--- src/rtl/vga_timing_recovery.sv ---
// Sink-side VGA timing recovery: measures line/frame geometry from an hs/vs/blank stream,
// recovers display coordinates of each visible pixel and reports lock after two matching frames.
module vga_timing_recovery #(
  parameter int COL_W    = 12,
  parameter int ROW_W    = 11,
  parameter int LINE_TMO = 4095
) (
  input  logic             clock,
  input  logic             reset,
  input  logic             in_hs,
  input  logic             in_vs,
  input  logic             in_blank_n,
  input  logic [23:0]      in_color,
  output logic [COL_W-1:0] display_col,
  output logic [ROW_W-1:0] display_row,
  output logic             pix_valid,
  output logic [23:0]      pix_color,
  output logic             frame_start,
  output logic [COL_W-1:0] h_total,
  output logic [ROW_W-1:0] v_total,
  output logic [COL_W-1:0] h_active,
  output logic [ROW_W-1:0] v_active,
  output logic             locked,
  output logic [1:0]       lock_state
);

  typedef enum logic [1:0] {SEARCH = 2'd0, MEAS1 = 2'd1, LOCKED = 2'd2} lock_state_e;

  logic             s_hs_q, s_vs_q, s_blank_q, d_hs_q, d_vs_q, d_blank_q;
  logic [23:0]      s_color_q;
  logic             hs_fall, vs_fall, bl_rise;

  logic [COL_W-1:0] hcnt_q, hcnt_d, vis_q, vis_d;
  logic [COL_W-1:0] h_total_q, h_total_d, h_active_q, h_active_d;
  logic [ROW_W-1:0] vcnt_q, vcnt_d, vlines_q, vlines_d;
  logic [ROW_W-1:0] v_total_q, v_total_d, v_active_q, v_active_d;
  logic             line_vis_q, line_vis_d;

  logic             pix_valid_q;
  logic [23:0]      pix_color_q;
  logic [COL_W-1:0] col_q, col_d;
  logic [ROW_W-1:0] row_q, row_d;
  logic             first_q, first_d;

  lock_state_e      state_q, state_d;
  logic [COL_W-1:0] snap_h_q, snap_h_d, snap_ha_q, snap_ha_d;
  logic [ROW_W-1:0] snap_v_q, snap_v_d, snap_va_q, snap_va_d;
  logic             geom_match, tmo_hit;

  assign hs_fall = d_hs_q & ~s_hs_q;
  assign vs_fall = d_vs_q & ~s_vs_q;
  assign bl_rise = ~d_blank_q & s_blank_q;

  always_comb begin
    hcnt_d     = (hcnt_q == '1) ? hcnt_q : hcnt_q + 1'b1;
    h_total_d  = h_total_q;
    h_active_d = h_active_q;
    vis_d      = s_blank_q ? vis_q + 1'b1 : vis_q;
    if (hs_fall) begin
      h_total_d  = hcnt_q;
      hcnt_d     = '0;
      h_active_d = vis_q;
      vis_d      = {{(COL_W-1){1'b0}}, s_blank_q};
    end
  end

  // A vs edge arrives together with the hs edge that opens its line, so v_total takes the
  // line count accumulated before that edge and the new frame restarts at 0.
  always_comb begin
    vcnt_d     = hs_fall ? vcnt_q + 1'b1 : vcnt_q;
    v_total_d  = v_total_q;
    v_active_d = v_active_q;
    vlines_d   = vlines_q;
    line_vis_d = line_vis_q & ~hs_fall;
    if (vs_fall) begin
      v_total_d  = vcnt_q;
      vcnt_d     = '0;
      v_active_d = vlines_q;
      vlines_d   = '0;
    end
    if (s_blank_q && !line_vis_d) begin
      vlines_d   = vlines_d + 1'b1;
      line_vis_d = 1'b1;
    end
  end

  always_comb begin
    col_d   = col_q;
    row_d   = row_q;
    first_d = first_q;
    if (vs_fall) first_d = 1'b1;
    if (bl_rise) begin
      col_d = '0;
      if (first_d) begin
        row_d   = '0;
        first_d = 1'b0;
      end else begin
        row_d = row_q + 1'b1;
      end
    end else if (s_blank_q) begin
      col_d = col_q + 1'b1;
    end
  end

  assign geom_match = (h_total_d == snap_h_q) && (v_total_d == snap_v_q) &&
                      (h_active_d == snap_ha_q) && (v_active_d == snap_va_q);
  assign tmo_hit    = (hcnt_q == COL_W'(LINE_TMO));

  always_comb begin
    state_d   = state_q;
    snap_h_d  = snap_h_q;
    snap_v_d  = snap_v_q;
    snap_ha_d = snap_ha_q;
    snap_va_d = snap_va_q;
    case (state_q)
      SEARCH, MEAS1: begin
        if (vs_fall) begin
          if (state_q == MEAS1 && geom_match) begin
            state_d = LOCKED;
          end else begin
            state_d   = MEAS1;
            snap_h_d  = h_total_d;
            snap_v_d  = v_total_d;
            snap_ha_d = h_active_d;
            snap_va_d = v_active_d;
          end
        end
      end
      LOCKED: begin
        if ((vs_fall && !geom_match) || (hs_fall && h_total_d != snap_h_q) || tmo_hit)
          state_d = SEARCH;
      end
      default: state_d = SEARCH;
    endcase
  end

  always_ff @(posedge clock) begin
    if (!reset) begin
      s_hs_q      <= 1'b0;
      s_vs_q      <= 1'b0;
      s_blank_q   <= 1'b0;
      s_color_q   <= '0;
      d_hs_q      <= 1'b0;
      d_vs_q      <= 1'b0;
      d_blank_q   <= 1'b0;
      hcnt_q      <= '0;
      vis_q       <= '0;
      h_total_q   <= '0;
      h_active_q  <= '0;
      vcnt_q      <= '0;
      vlines_q    <= '0;
      v_total_q   <= '0;
      v_active_q  <= '0;
      line_vis_q  <= 1'b0;
      pix_valid_q <= 1'b0;
      pix_color_q <= '0;
      col_q       <= '0;
      row_q       <= '0;
      first_q     <= 1'b0;
      state_q     <= SEARCH;
      snap_h_q    <= '0;
      snap_v_q    <= '0;
      snap_ha_q   <= '0;
      snap_va_q   <= '0;
    end else begin
      s_hs_q      <= in_hs;
      s_vs_q      <= in_vs;
      s_blank_q   <= in_blank_n;
      s_color_q   <= in_color;
      d_hs_q      <= s_hs_q;
      d_vs_q      <= s_vs_q;
      d_blank_q   <= s_blank_q;
      hcnt_q      <= hcnt_d;
      vis_q       <= vis_d;
      h_total_q   <= h_total_d;
      h_active_q  <= h_active_d;
      vcnt_q      <= vcnt_d;
      vlines_q    <= vlines_d;
      v_total_q   <= v_total_d;
      v_active_q  <= v_active_d;
      line_vis_q  <= line_vis_d;
      pix_valid_q <= s_blank_q;
      pix_color_q <= s_color_q;
      col_q       <= col_d;
      row_q       <= row_d;
      first_q     <= first_d;
      state_q     <= state_d;
      snap_h_q    <= snap_h_d;
      snap_v_q    <= snap_v_d;
      snap_ha_q   <= snap_ha_d;
      snap_va_q   <= snap_va_d;
    end
  end

  assign display_col = col_q;
  assign display_row = row_q;
  assign pix_valid   = pix_valid_q;
  assign pix_color   = pix_color_q;
  assign frame_start = pix_valid_q && (col_q == '0) && (row_q == '0) && (state_q == LOCKED);
  assign h_total     = h_total_q;
  assign v_total     = v_total_q;
  assign h_active    = h_active_q;
  assign v_active    = v_active_q;
  assign locked      = (state_q == LOCKED);
  assign lock_state  = state_q;

endmodule

--- config.mk ---
export PLATFORM = sky130hd
export DESIGN_NAME = vga_timing_recovery
export DESIGN_NICKNAME = d
export VERILOG_FILES = /design/src/rtl/vga_timing_recovery.sv
export SDC_FILE = /design/constraint.sdc
export NUM_CORES = 1
export LEC_CHECK = 0
export BUFFER_PORTS_ARGS = -buffer_cell sky130_fd_sc_hd__clkbuf_2
export CORE_MARGIN = 5
export CORE_UTILIZATION = 57
export DETAILED_ROUTE_END_ITERATION = 6
export PLACE_DENSITY = 0.9
export SYNTH_ARGS = -nofsm -noshare
export SYNTH_HDL_FRONTEND = slang
export SYNTH_SLANG_ARGS = --single-unit
export TNS_END_PERCENT = 10
--- constraint.sdc ---
create_clock -name clock -period 3.59 [get_ports clock]
set_clock_uncertainty 0.2 [all_clocks]
set_input_delay 0.1795 -clock clock [delete_from_list [all_inputs] [get_ports clock]]
set_output_delay 0.1795 -clock clock [all_outputs]
set_load 0.03 [all_outputs]
==> results of run 1 <==
[stage by stage]
stage | hold WS (ns) | setup WS (ns)
2_1_floorplan | 0.107 | 0.878
3_3_place_gp | 0.186 | 0.598
3_5_place_dp | 0.189 | 0.467
4_1_cts | 0.212 | 0.352
5_1_grt | 0.224 | 0.195
6_report | 0.223 | 0.290
[worst max-delay path by stage]
stage	from	endpoint	depth (start not counted)
finish	s_vs_q	snap_h_q[4]	10
floorplan	h_active[4]	snap_h_q[0]	8
global placement	s_hs_q	snap_v_q[5]	10
detailed placement	s_hs_q	snap_h_q[4]	10
CTS	s_vs_q	snap_h_q[4]	10
global route	s_vs_q	snap_h_q[7]	10
[flip-flops by register name (all words and copies together), names as in the netlist, 12 cells and up]
signal	count
pix_color	24
s_color_q	24
display_col	12
h_active	12
h_total	12
hcnt_q	12
snap_h_q	12
snap_ha_q	12
vis_q	12
[tightest hold or removal path, stage by stage]
cell and delay [ns]:
dlygate4sd3_1 0.52, clkbuf_2 0.09, and2_1 0.10
[repair_timing]
action / in CTS / in global routing
hold buffers: 27 / 0
setup buffers: 0 / 0
endpoints found under the hold margin: 27 / 0
[area by class of cell]
class	count	share of cell area, %
multi-input combinational	696	40.7
clock inverter	11	1.03
timing repair buffer	167	9.14
sequential	219	39.3
clock buffer	31	5.97
inverter	41	1.38
tap	216	2.42
[synth_stat cells, drive strengths merged, types with 5 or more instances]
master	count	area (sq um)
a21oi	54	270
xor2	57	499
ha	8	100
o22ai	11	68.8
a221oi	5	43.8
nor3	13	76.3
xnor2	26	228
dfxtp	219	4380
o21ai	19	95.1
nor2b	13	81.3
buf	18	121
nand2	118	443
and2	87	544
nor2	98	368
clkbuf	28	105
mux2i	22	220
a2111oi	5	50.0
nand3	12	60.1
nand4	17	106
and3	15	93.8
mux2	43	623
nand2b	10	62.6
nor4	12	96.3
or3	9	56.3
inv	40	150
[routing by layer]
layer  global-route usage, %  up-vias  share of wire (%)
li1                        -     3655                  -
met2                    45.8      322                 50
met3                    4.27       77                6.1
met5                       0        -                  0
met4                    9.55        0                3.8
met1                    30.9     3686                 40
[cells in the final DEF, fill, tap and decap left out, types with 23 or more instances in the layout]
cell | Yosys | routed
dfxtp_1 | 219 | 219
clkbuf_2 | 0 | 126
nand2_1 | 118 | 118
nor2_1 | 98 | 98
and2_1 | 87 | 87
xor2_1 | 57 | 57
a21oi_1 | 54 | 54
inv_1 | 40 | 40
mux2_4 | 37 | 37
dlygate4sd3_1 | 0 | 27
xnor2_1 | 26 | 26
clkbuf_16 | 0 | 23
[power by group through the flow]
stage / clock (uW) / sequential, uW / combinational, uW
after floorplan: 0 / 2570 / 148
after detailed placement: 0 / 2550 / 244
after CTS: 2440 / 2500 / 273
after global routing: 2550 / 2500 / 295
after global placement: 0 / 2550 / 236
final: 2420 / 2500 / 277
[cell families after synthesis]
group,Yosys count
mux,65
buf+inv,87
fa+ha+maj,8
xor+xnor,83
flops,219
simple gates,415
compound gates,125
==> results.cfg, run 1 <==
[setup_path]
reg2reg_from = s_vs_q
cp_cell_sequence = nand2b_1 -> buf_4 -> a2111oi_0 -> a31oi_1 -> a221oi_1 -> nand4_1 -> nor4_4 -> nor3_4 -> buf_4 -> mux2_4
max_stage_delay_ns = 0.44
critPathBufInv = 2
worst-endpoint-required_ns = 3.78
cp-end-kind = flop
rrSetupSlack_ns = 0.29
crit_top_cell = buf_4
cp_max_fo = 24
path_class = reg2reg
critPathArrivalTime_ns = 3.49
cp_slowest_cell = a2111oi_0
crit_family = compound AO/OA/AOI/OAI gates
critPathLaunchType = flop
r2r_cells = 10
r2r_end = snap_h_q[4]

[placement]
place_inst = 1312
hpwl_mm = 16.1
gp_congestion = 0.881
post_dp_cell_area_sq_um = 10100
port_buffers = 126

[sta]
rsz0062_at_grt = no
final_hold_viol_count = 0
max_freq_ghz = 0.303
slew_viol_final = 0
period_needed_ns = 3.30
slew_headroom_pct = 34.1
finalCritPeriodShare_pct = 91.9
finalSetupViolCount = 0
tns_ns = 0
worst_pin_slew_ns = 0.988

[drt]
route.detailed.drc = 0
drt_iter0_markers = 845
ant_nets = 0
vias = 7740
wl_per_cell_um = 17.8
first_pass_iters = 6
via_per_inst = 5.60
routed_wirelength_mm = 24.5

[floorplanning]
start_util_pct = 58.3
dieArea_sq_um = 19000
die_w_um = 138
die_height_um = 138
coreArea_sq_um = 15900
ios = 127
fp-row-count = 46

[synthesis]
synth_nets = 1039
synth_compound_area_share_pct = 8.50
syn_area_per_cell_sq_um = 9.28
ys_seq_area_share_pct = 47.2
synth_ff_type = dfxtp_1
synth_top_family_by_area = simple AND/OR/NAND/NOR gates
yosys.area_share.adder_pct = 1.08
syn-cell-area_sq_um = 9300
synthArstFlopShare_pct = 0
yosysWarnings = 0
synth.distinct_cells = 62
synth-xor-area-share_pct = 7.82
synth_mux_area_share_pct = 9.07
postSynthCellCount = 1002
ys_ff_latch = 219
synth_edf_count = 0
yosys.area_share.simple_pct = 22.3

[worst_hold_path]
hp-start = in_color[1]
hold_end = s_color_q[1]
hold_depth = 3
hp-class = in2reg

[pwr]
p_int_uw = 4030
p_leak_uw = 0.00473
peakVddDrop_v = 0.000327
seqPwrFrac_pct = 48.1
swShare_pct = 22.6
clockPowerShare_pct = 46.6
finalPower_uw = 5200
p_comb_share_pct = 5.3
p_per_area_nw_per_um2 = 467
p_sw_uw = 1180

[cts]
cts_sinks = 219
clk_pin_slew_ns = 0.06
htree_levels = 1
cts_resized = 0
root_buffer = clkbuf_16
clk_latency_ns = 0.51
cts_buffer_depth = 3
tritoncts = built
cts-buffers-inserted = 23

[cells_and_area]
design_area_sq_um = 11100
nets = 1185
nFillCells = 1146
fin_util_pct = 69.9
drive_gt1_share_pct = 20.3
area_growth_pct = 19.9
antenna_cells = 0
final_cells = 1381
multi_input_area_sq_um = 4540
seq_area_sq_um = 4380

[job]
maxCapViolations = 0

[global_routing]
grt_pass1_wl_mm = 39.1
grt_remaining_overflow = 0
antenna_found_initial = 0
grt_usage_pct = 25.7
grt_max_degree = 50
grt_pass1_vias = 7641

[status]
status = complete, no violations
Note: power is estimated with default switching activity, not from simulation.
==> run 2, diff against run 1 <==
--- a/config.mk
+++ b/config.mk
@@ -6,6 +6,7 @@
 export NUM_CORES = 1
 export LEC_CHECK = 0
 export BUFFER_PORTS_ARGS = -buffer_cell sky130_fd_sc_hd__clkbuf_2
+export CORE_ASPECT_RATIO = 1.4
 export CORE_MARGIN = 5
 export CORE_UTILIZATION = 57
 export DETAILED_ROUTE_END_ITERATION = 6
==> results.cfg, run 2 (synthesis results as in run 1) <==
[status]
status = complete, no violations

[drt]
vias = 7779
first_pass_iters = 5
wl_per_cell_um = 17.9
ant_nets = 0
via_per_inst = 5.68
routed_wirelength_mm = 24.5
drt_iter0_markers = 615
route.detailed.drc = 0

[cells_and_area]
final_common_cell = dfxtp_1
nets = 1192
antenna_cells = 0
drive_gt1_share_pct = 20.3
area_growth_pct = 19.5
nFillCells = 1139
design_area_sq_um = 11100
layout_common_cells = 219 x dfxtp_1, 126 x clkbuf_2, 118 x nand2_1, 98 x nor2_1, 87 x and2_1
final_cells = 1369

[floorplanning]
die_height_um = 161
dieArea_sq_um = 19000
ios = 127
fp-row-count = 55
start_util_pct = 57.7
die_w_um = 118
coreArea_sq_um = 16100

[sta]
setup_slack_ns = 0.132
worst_pin_slew_ns = 0.940
slew_headroom_pct = 37.1
max_freq_ghz = 0.289
finalSetupViolCount = 0
tns_ns = 0
period_needed_ns = 3.46
final_hold_viol_count = 0
slew_viol_final = 0
finalCritPeriodShare_pct = 96.3
rsz0062_at_grt = no

[placement]
pre_cts_slack_ns = 0.218
port_buffers = 126
post_dp_cell_area_sq_um = 10200
hpwl_mm = 17.1
gp_congestion = 0.916
place_inst = 1304

[setup_path]
critPathLaunchType = flop
r2r_cells = 10
path_class = reg2reg
cp_max_fo = 34
r2r_end = snap_v_q[10]
reg2reg_from = s_vs_q
worst-endpoint-required_ns = 3.77
setup.worst_path.end = snap_v_q[10]
rrSetupSlack_ns = 0.13
cp-end-kind = flop
crit_start = s_vs_q
critPathArrivalTime_ns = 3.64

[global_routing]
antenna_found_initial = 0
grt_pass1_wl_mm = 39.5
grt_pass1_vias = 7923
grt_remaining_overflow = 0
grt_usage_pct = 24.9
grt_max_degree = 73

[cts]
clk_pin_slew_ns = 0.06
cts-buffers-inserted = 21
cts_buffer_depth = 3
cts_resized = 0
tritoncts = built
clk_latency_ns = 0.49
htree_levels = 1
cts-hold-fix-buffers = 27
root_buffer = clkbuf_16
cts_sinks = 219
post_cts.repair.setup_buffers = 0

[pwr]
p_per_area_nw_per_um2 = 445
peakVddDrop_v = 0.000358
p_leak_uw = 0.00471
finalPower_uw = 4950

[worst_hold_path]
hp-class = in2reg

[job]
maxCapViolations = 0
[run 2: routing by layer]
metal  up-vias  global-route usage (%)  part of all wire (%)
met4         0                    14.9                   6.0
li1       3660                       -                     -
met2       307                    47.0                    54
met3        99                    2.87                   4.5
met1      3713                    26.2                    36
met5         -                       0                     0
[run 2: power breakdown]
group | switching (uW) | internal [uW] | total (uW)
sequential | 23.4 | 2470 | 2490
clock | 912 | 1250 | 2170
combinational | 176 | 114 | 290
[run 2: critical path, cell delays in order, from the launching register on]
cell and delay [ns]:
dfxtp_1 0.36, nand2b_1 0.19, buf_12 0.19, mux2i_1 0.30
xnor2_1 0.24, nor3_1 0.12, nand3_1 0.16, nor4_4 0.08
nor3_4 0.72, buf_12 0.36, mux2_2 0.37
[run 2: area by class of cell]
class / count / area [sq um] / share of cell area (%)
inverters: 41 / 154 / 1.39
clock buffers: 28 / 562 / 5.06
flip-flops and latches: 219 / 4380 / 39.5
well taps: 199 / 249 / 2.24
clock inverters: 10 / 111 / 1.00
multi-input cells: 696 / 4540 / 40.8
repair buffers: 176 / 1110 / 10.0
[run 2: how the worst min path moves through the flow]
| stage | to | slack [ns] | cells past startpoint | from |
|---|---|---|---|---|
| after floorplan | s_blank_q | 0.11 | 1 | in_blank_n |
| after global placement | s_color_q[2] | 0.18 | 2 | in_color[2] |
| after detailed placement | s_color_q[0] | 0.19 | 2 | in_color[0] |
| after CTS | snap_v_q[9] | 0.02 | 4 | reset |
| after global routing | snap_v_q[9] | 0.09 | 4 | reset |
| final | snap_v_q[9] | 0.04 | 4 | reset |
[run 2: per-stage QoR]
stage               util (%)  hold WS (ns)
finish                  69.0        0.0430
global route            69.0        0.0887
CTS                     69.0        0.0193
detailed placement      63.1         0.188
global placement        63.1         0.185
floorplan                  -         0.107
